**config.mk**
```make
export PLATFORM = sky130hd
export DESIGN_NAME = tdm_demux_flat
export DESIGN_NICKNAME = d
export VERILOG_FILES = /design/src/rtl/tdm_demux_pkg.sv /design/src/rtl/tdm_demux_if.sv /design/src/rtl/tdm_demux_mod_counter.sv /design/src/rtl/tdm_demux.sv /design/src/flat_wrapper.sv
export SDC_FILE = /design/constraint.sdc
export NUM_CORES = 1
export LEC_CHECK = 0
export CAP_MARGIN = 20
export CORE_AREA = 2 2 39 41
export DETAILED_ROUTE_END_ITERATION = 8
export DIE_AREA = 0 0 41 43
export PLACE_DENSITY = 0.61
export SYNTH_ARGS = -nofsm -noshare
export SYNTH_HDL_FRONTEND = slang
export SYNTH_SLANG_ARGS = --single-unit
```
**constraint.sdc**
```tcl
create_clock -name clk -period 1.6 [get_ports clk]
set_input_delay 0.32 -clock clk [delete_from_list [all_inputs] [get_ports clk]]
set_output_delay 0.32 -clock clk [all_outputs]
set_load 0.01 [all_outputs]
```
**src/rtl/tdm_demux_pkg.sv**
```systemverilog
// ----------------------------------------------------------------------------
// tdm_demux_pkg: shared definitions for the TDM demultiplexer slice.
//   state_e    : receiver FSM encodings (HUNT, RUN)
//   slot_count : number of frame slots for a given select width (N = 1 << n)
// ----------------------------------------------------------------------------
package tdm_demux_pkg;

  typedef enum logic {
    HUNT = 1'b0,
    RUN  = 1'b1
  } state_e;

  // Frame length for select width n.
  function automatic int unsigned slot_count(input int unsigned n);
    return 32'(1) << n;
  endfunction

endpackage

```
**src/rtl/tdm_demux_if.sv**
```systemverilog
// ----------------------------------------------------------------------------
// tdm_demux_if: serial link input and parallel frame output of tdm_demux.
//   Parameter n : select width, frame has 1 << n slots.
//   in_bit, in_valid, frame_sync : serial side, driven by the master.
//   out, out_valid, slot, locked : parallel side, driven by the slave (DUT).
//   sync_err : only when TDM_DEMUX_SYNC_ERR_EN is defined.
// ----------------------------------------------------------------------------
interface tdm_demux_if #(
  parameter int unsigned n = 2
);
  import tdm_demux_pkg::*;

  localparam int unsigned N = slot_count(n);

  logic         in_bit;
  logic         in_valid;
  logic         frame_sync;
  logic [N-1:0] out;
  logic         out_valid;
  logic [n-1:0] slot;
  logic         locked;
`ifdef TDM_DEMUX_SYNC_ERR_EN
  logic         sync_err;

  modport master (
    output in_bit, in_valid, frame_sync,
    input  out, out_valid, slot, locked, sync_err
  );

  modport slave (
    input  in_bit, in_valid, frame_sync,
    output out, out_valid, slot, locked, sync_err
  );
`else
  modport master (
    output in_bit, in_valid, frame_sync,
    input  out, out_valid, slot, locked
  );

  modport slave (
    input  in_bit, in_valid, frame_sync,
    output out, out_valid, slot, locked
  );
`endif

endinterface

```
**src/rtl/tdm_demux_mod_counter.sv**
```systemverilog
// ----------------------------------------------------------------------------
// tdm_demux_mod_counter: W-bit wrapping slot counter.
//   clk, rst : clock, asynchronous active-high reset
//   en       : advance by one (mod 2^W)
//   load0    : force count to 0 (highest priority)
//   load1    : force count to 1 (frame start: slot 0 consumed this edge)
//   cnt_o    : current count (registered)
//   wrap_c   : combinational, high when this edge advances from 2^W-1 to 0
// ----------------------------------------------------------------------------
module tdm_demux_mod_counter #(
  parameter int unsigned W = 2
) (
  input  logic         clk,
  input  logic         rst,
  input  logic         en,
  input  logic         load0,
  input  logic         load1,
  output logic [W-1:0] cnt_o,
  output logic         wrap_c
);

  logic [W-1:0] cnt_q;

  // Count register; loads take priority over the increment.
  always_ff @(posedge clk or posedge rst) begin
    if (rst) begin
      cnt_q <= '0;
    end else if (load0) begin
      cnt_q <= '0;
    end else if (load1) begin
      cnt_q <= W'(1);
    end else if (en) begin
      cnt_q <= cnt_q + W'(1);
    end
  end

  assign cnt_o  = cnt_q;
  assign wrap_c = en & ~load0 & ~load1 & (cnt_q == {W{1'b1}});

endmodule

```
**src/rtl/tdm_demux.sv**
```systemverilog
// ----------------------------------------------------------------------------
// tdm_demux: receive end of a serial time-division link.
//   Collects one bit per in_valid cycle into a shadow register at the slot
//   given by a frame_sync-aligned counter and publishes the whole word on
//   out with a one-cycle out_valid pulse when slot N-1 is accepted.
//   Ports:
//     clk, rst : clock, asynchronous active-high reset
//     bus      : tdm_demux_if slave modport (serial in, parallel out)
//   Optional: define TDM_DEMUX_SYNC_ERR_EN to resynchronise on a misaligned
//   frame_sync in RUN and flag it on bus.sync_err.
// ----------------------------------------------------------------------------
module tdm_demux
  import tdm_demux_pkg::*;
#(
  parameter int unsigned n = 2
) (
  input  logic         clk,
  input  logic         rst,
  tdm_demux_if.slave   bus
);

  localparam int unsigned N = slot_count(n);

  state_e       state_q, state_d;
  logic [N-1:0] shadow_q, shadow_d;
  logic [N-1:0] out_q, out_d;
  logic         out_valid_q, out_valid_d;
  logic         cnt_en, cnt_load1;
  logic         wrap_c;
  logic [n-1:0] slot;
`ifdef TDM_DEMUX_SYNC_ERR_EN
  logic         sync_err_q, sync_err_d;
`endif

  tdm_demux_mod_counter #(.W(n)) u_slot_cnt (
    .clk    (clk),
    .rst    (rst),
    .en     (cnt_en),
    .load0  (1'b0),
    .load1  (cnt_load1),
    .cnt_o  (slot),
    .wrap_c (wrap_c)
  );

  // State, shadow and output registers.
  always_ff @(posedge clk or posedge rst) begin
    if (rst) begin
      state_q     <= HUNT;
      shadow_q    <= '0;
      out_q       <= '0;
      out_valid_q <= 1'b0;
`ifdef TDM_DEMUX_SYNC_ERR_EN
      sync_err_q  <= 1'b0;
`endif
    end else begin
      state_q     <= state_d;
      shadow_q    <= shadow_d;
      out_q       <= out_d;
      out_valid_q <= out_valid_d;
`ifdef TDM_DEMUX_SYNC_ERR_EN
      sync_err_q  <= sync_err_d;
`endif
    end
  end

  // Next-state, slot steering and frame publish.
  always_comb begin
    state_d     = state_q;
    shadow_d    = shadow_q;
    out_d       = out_q;
    out_valid_d = 1'b0;
    cnt_en      = 1'b0;
    cnt_load1   = 1'b0;
`ifdef TDM_DEMUX_SYNC_ERR_EN
    sync_err_d  = 1'b0;
`endif

    unique case (state_q)
      HUNT: begin
        if (bus.in_valid && bus.frame_sync) begin
          shadow_d[0] = bus.in_bit;
          cnt_load1   = 1'b1;
          state_d     = RUN;
        end
      end

      RUN: begin
        if (bus.in_valid) begin
`ifdef TDM_DEMUX_SYNC_ERR_EN
          if (bus.frame_sync && (slot != '0)) begin
            // Misaligned marker: drop the partial frame and restart at slot 0.
            shadow_d[0] = bus.in_bit;
            cnt_load1   = 1'b1;
            sync_err_d  = 1'b1;
          end else begin
`endif
            shadow_d[slot] = bus.in_bit;
            cnt_en         = 1'b1;
            if (wrap_c) begin
              // Last slot bypasses the shadow so the word publishes this edge.
              out_d        = shadow_q;
              out_d[N-1]   = bus.in_bit;
              out_valid_d  = 1'b1;
            end
`ifdef TDM_DEMUX_SYNC_ERR_EN
          end
`endif
        end
      end

      default: state_d = HUNT;
    endcase
  end

  assign bus.out       = out_q;
  assign bus.out_valid = out_valid_q;
  assign bus.slot      = slot;
  assign bus.locked    = (state_q == RUN);
`ifdef TDM_DEMUX_SYNC_ERR_EN
  assign bus.sync_err  = sync_err_q;
`endif

endmodule
```
**src/flat_wrapper.sv**
```systemverilog
// flat-port wrapper written by rule: the top's interface ports become plain ports
module tdm_demux_flat import tdm_demux_pkg::*;
#(
  parameter int unsigned n = 2
)
  (clk, rst, bus_in_bit, bus_in_valid, bus_frame_sync, bus_out, bus_out_valid, bus_slot, bus_locked);
  tdm_demux_if #(.n(n)) bus_i ();
  input  logic clk;
  input  logic rst;
  input wire logic [$bits(bus_i.in_bit)-1:0] bus_in_bit;
  input wire logic [$bits(bus_i.in_valid)-1:0] bus_in_valid;
  input wire logic [$bits(bus_i.frame_sync)-1:0] bus_frame_sync;
  output wire logic [$bits(bus_i.out)-1:0] bus_out;
  output wire logic [$bits(bus_i.out_valid)-1:0] bus_out_valid;
  output wire logic [$bits(bus_i.slot)-1:0] bus_slot;
  output wire logic [$bits(bus_i.locked)-1:0] bus_locked;
  assign bus_i.in_bit = bus_in_bit;
  assign bus_i.in_valid = bus_in_valid;
  assign bus_i.frame_sync = bus_frame_sync;
  assign bus_out = bus_i.out;
  assign bus_out_valid = bus_i.out_valid;
  assign bus_slot = bus_i.slot;
  assign bus_locked = bus_i.locked;
  tdm_demux #(.n(n)) u_core (.clk(clk), .rst(rst), .bus(bus_i));
endmodule
```
# Yosys cells after proc, flatten, opt, wreduce, memory -nomap -nowiden
# Cells that the tools add are included.
[totals]
latch_bits = 0
out_inout_bits = 8
mem_count = 0
rom_bits = 0
ramBits = 0
register_bits = 12
elab_cells = 38
[op_classes]
n_eq_ne = 3
n_reduce_logical = 6
bitwise_logic = 4
muxes = 16
shifts = 0
n_addsub = 1
magnitude_cmp = 2
div = 0
multipliers = 0
[ops]
columns = ["cell", "n"]
rows = [
  ["$mux W1", 11],
  ["$bwmux W4", 1],
  ["$mux W2", 2],
  ["$reduce_and A2 Y1", 2],
  ["$lt A2 B3 Y1 const B", 1],
  ["$reduce_and A3 Y1", 1],
  ["$add A2 B1 Y2 const B", 1],
  ["$and A1 B1 Y1", 2],
  ["$demux W1 S2", 1],
  ["$eq A2 B2 Y1 const B", 1],
  ["$ge A2 B1 Y1 const B", 1],
  ["$logic_and A1 B1 Y1", 2],
  ["$ne A2 B1 Y1 const B", 1],
  ["$ne A2 B2 Y1 const B", 1],
  ["$not A1 Y1", 2],
  ["$pmux W1 S2", 1],
  ["$reduce_bool A2 Y1", 1],
]

# Longest topological paths before layout
[depth]
word_depth = 9
ltp_mapped = 5
ltp_nobuf = 5

# Cells and area by module
# From an unflattened synthesis, not the netlist that was laid out.
[hier_totals]
cells_unflattened = 39
area_unflattened_um2 = 488.0
[by_module_without_submodules]
columns = ["mod", "area_each_um2", "n_inst", "cells_each"]
rows = [
  ["tdm_demux", 380.4, 1, 28],
  ["tdm_demux_mod_counter", 107.6, 1, 11],
]

# Worst setup path before layout
# OpenSTA, ideal clock, no wires.
[synth_path]
path_kind = "register to register"
from = "register u_core.u_slot_cnt.cnt_q[0], in the netlist u_core.u_slot_cnt.cnt_o[0]"
to = "register u_core.shadow_q[0]"
t_arrival_ns = 1.313
n_path_buf = 0
setup_slack_ns = 0.162
stages_incl_launch_ff = 6
period_less_slack_ns = 1.438
t_required_ns = 1.475
path_cell_list = "dfrtp_1 inv_1 ha_1 mux2_4 nand2_1 mux2_4"
[synth_between]
elab_chain_cells = 7
[synth_rtl]
columns = ["item", "line_no", "source"]
rows = [
  ["start: declaration", "tdm_demux_mod_counter.sv:22", "logic [W-1:0] cnt_q;"],
  ["start signal: assignment", "tdm_demux_mod_counter.sv:33", "cnt_q <= cnt_q + W'(1);"],
  ["$lt A2 B3 Y1 (implied by the code) or $ge A2 B1 Y1 (tied branches)", "tdm_demux.sv:97", "shadow_d[slot] = bus.in_bit;"],
  ["$logic_and A1 B1 Y1 (implied by the code)", "tdm_demux.sv:97", ""],
  ["$mux W1 (implied by the code)", "tdm_demux.sv:97", ""],
  ["$demux W1 S2 *", "--", ""],
  ["$bwmux W4 *", "tdm_demux.sv:97", ""],
  ["$mux W1 *", "tdm_demux.sv:88", "if (bus.in_valid) begin"],
  ["$pmux W1 S2 *", "tdm_demux.sv:78", "unique case (state_q)"],
  ["end signal: assignment", "tdm_demux.sv:57", "shadow_q <= shadow_d;"],
  ["end: declaration", "tdm_demux.sv:25", "logic [N-1:0] shadow_q, shadow_d;"],
]
# Mark *: on every way between the ends. The rest lies on a longest branch, timed or not. The select of a mux whose other input is x is not followed.
# A chain may end at the register's enable or synchronous reset.

# Worst setup path in the final report
[layout_path]
from = "register u_core.u_slot_cnt.cnt_q[0], in the netlist u_core.u_slot_cnt.cnt_o[0]"
to = "output port bus_slot[0]"
[layout_lines]
columns = ["item", "line_no", "source"]
rows = [
  ["end: declaration", "flat_wrapper.sv:15", "output wire logic [$bits(bus_i.slot)-1:0] bus_slot;"],
]
# No word-level cell between the ends.

==> flow_summary.ini <==
[run_status]
outcome = complete, no violations

[clocking]
numCtsBuffers = 3
postCtsHoldBufs = 0
clk_pin_slew_ps = 70
htree_levels = 1
clockRootBuffer = clkbuf_4
clk_latency_ps = 270
cts_tree = built
clk_path_buf_depth = 2
cts_sinks = 11

[yosys]
ys_types = 12
syn-cell-area_um2 = 509
synth_seq_cells = 11
ys_seq_area_share_pct = 54.1
yosys.area.top_type = dfrtp_1
syn_area_per_cell_um2 = 13.1
synthCells = 39
synth_nets = 48
yosys_warnings = 0
netlist.area_leader.share_pct = 54.1
ys_top_cells_by_area = dfrtp_1, mux2_2, ha_1

[critical_path]
critPathSlowestCell = clkdlybuf4s50_1
worst-path-max-fanout = 6
cp_cell_sequence = clkdlybuf4s50_1
cp_num_buf_inv = 1
cp_top_family = buffers and inverters
worst-setup-path-type = flop to output port
worstPathRequired_ps = 1280
max_stage_delay_ps = 540
cp-start-kind = flop
critPathCaptureType = output port
cp_data_arrival_time_ps = 1220

[die]
die_area_mm2 = 0.00176
design.core.area_mm2 = 0.00138
rows = 14
chipWidth_um = 41
start_util_pct = 36.8
die_h_um = 43
ioPinCount = 13

[final_layout]
n_antenna_cell = 0
multi_input_area_um2 = 203
layout-drive-gt1-share_pct = 30.4
seqCellArea_um2 = 278
final_cell_mix = clkdlybuf4s50_1, dfrtp_1, mux2_2
layout_commonest_cell = clkdlybuf4s50_1
fill_cells = 136
area_delta_synth_final_pct = 34.4
stdcell_area_um2 = 684
nets = 66

[sta]
setup_violations = 0
period_share_pct = 96.4
rsz0062_at_grt = false
slew_violations = 0
worst_slew_pin_slew_ps = 427
hold_viol = 0
finalSetupTns_ps = 0
slew_headroom_pct = 71.5
skew_ps = 5.31
fin_crit_ps = 1540
max_freq_mhz = 649

[flow_run]
drv_cap = 0

[grt]
grt_pass1_wl_mm = 1.34
grt_pass1_vias = 323
track_usage_pct = 11.9
antenna_found_initial = 0
grt_max_degree = 12
grt_overflow = 0

[place]
place_congestion = 0.722
io_buffers = 12
dpl.hpwl_um = 642
placed_area_um2 = 641

[route]
vias = 357
routed_wl_um = 870
drt-pass1-iter-count = 4
drt-wirelength-per-cell_um = 12.1
drt_iter0_markers = 6
ant_nets = 0
viasPerCell = 4.96
drc = 0

[pwr]
leakagePower_nw = 0.323
powerDensity_mw_per_mm2 = 1550
ir_drop_mv = 0.661

[min_path]
hold_path.class = input port to async pin
synthesized netlist by cell type (all sizes together):
cell	n
dfrtp	11
nand3	3
o21ai	2
buf	1
ha	4
nand2	3
inv	4
mux2	8
a32o	1
a21o	1
clkbuf	1
report_power, final:
group,internal [W],switching (W)
clock,0.0000966,0.0000953
combinational,0.000275,0.000149
sequential,0.000390,0.0000548
total,0.000762,0.000299
kinds of logic after synthesis:
logic type | count (synthesis) | share of synthesized area (%)
compound gates | 4 | 5.65
fa+ha+maj | 4 | 9.83
buf+inv | 6 | 6.14
flops | 11 | 54.1
mux | 8 | 19.2
simple gates | 6 | 5.16
worst paths after layout:
| check | startpoint | endpoint | slack (ps) | cells past startpoint |
|---|---|---|---|---|
| worst min-delay path | rst | u_core.bus.out[0]$_DFFE_PP0P_ | 340 | 2 |
| max in group asynchronous | rst | u_core.u_slot_cnt.cnt_o[0]$_DFFE_PP0P_ | 940 | 2 |
| worst max register to register | u_core.u_slot_cnt.cnt_o[1]$_DFFE_PP0P_ | u_core.shadow_q[0]$_DFFE_PP0P_ | 150 | 6 |
| min in group clk | u_core.bus.out[1]$_DFFE_PP0P_ | u_core.bus.out[1]$_DFFE_PP0P_ | 500 | 1 |
| worst max-delay path | u_core.u_slot_cnt.cnt_o[0]$_DFFE_PP0P_ | bus_slot[0] | 60 | 1 |
| worst min register to register | u_core.bus.out[1]$_DFFE_PP0P_ | u_core.bus.out[1]$_DFFE_PP0P_ | 500 | 1 |
layer usage:
metal  track usage, %  vias to the layer above  wire (um)
met5                0                        -          0
met4             10.0                        0          9
met3             3.14                        2         52
met2             15.6                       13        418
met1             15.3                      173        390
li1                 -                      169          -
layout make-up:
class,count,area share [%]
clock buffers,4,3.84
flip-flops and latches,11,40.6
multi-input cells,22,29.6
inverters,4,2.19
repair buffers,15,20.8
well taps,16,2.93
stage by stage:
| stage | std cells | setup slack [ps] | utilization, % | hold WS, ps | total power (W) |
|---|---|---|---|---|---|
| detailed placement | 66 | 61.1 | 46.3 | 493 | 0.000864 |
| global route | 72 | 21.0 | 49.5 | 393 | 0.00114 |
| floorplan | 39 | 162 | - | 172 | 0.000670 |
| finish | 72 | 58.0 | 49.5 | 341 | 0.00106 |
| global placement | 66 | 91.1 | 46.3 | 488 | 0.000852 |
| CTS | 71 | 1.13 | 48.8 | 359 | 0.00106 |
registers in the layout, indices dropped and copies added (netlist names):
signal	cells
u_core.bus.locked	1
u_core.bus.out	4
u_core.bus.out_valid	1
u_core.shadow_q	3
u_core.u_slot_cnt.cnt_o	2
what timing repair did:
action	4_1_cts	5_1_grt
endpoints found under the hold margin	0	0
endpoints found under the setup margin	1	2
buffers inserted	1	1
resized for setup	1	1
Power figures use the tool's default switching activity.
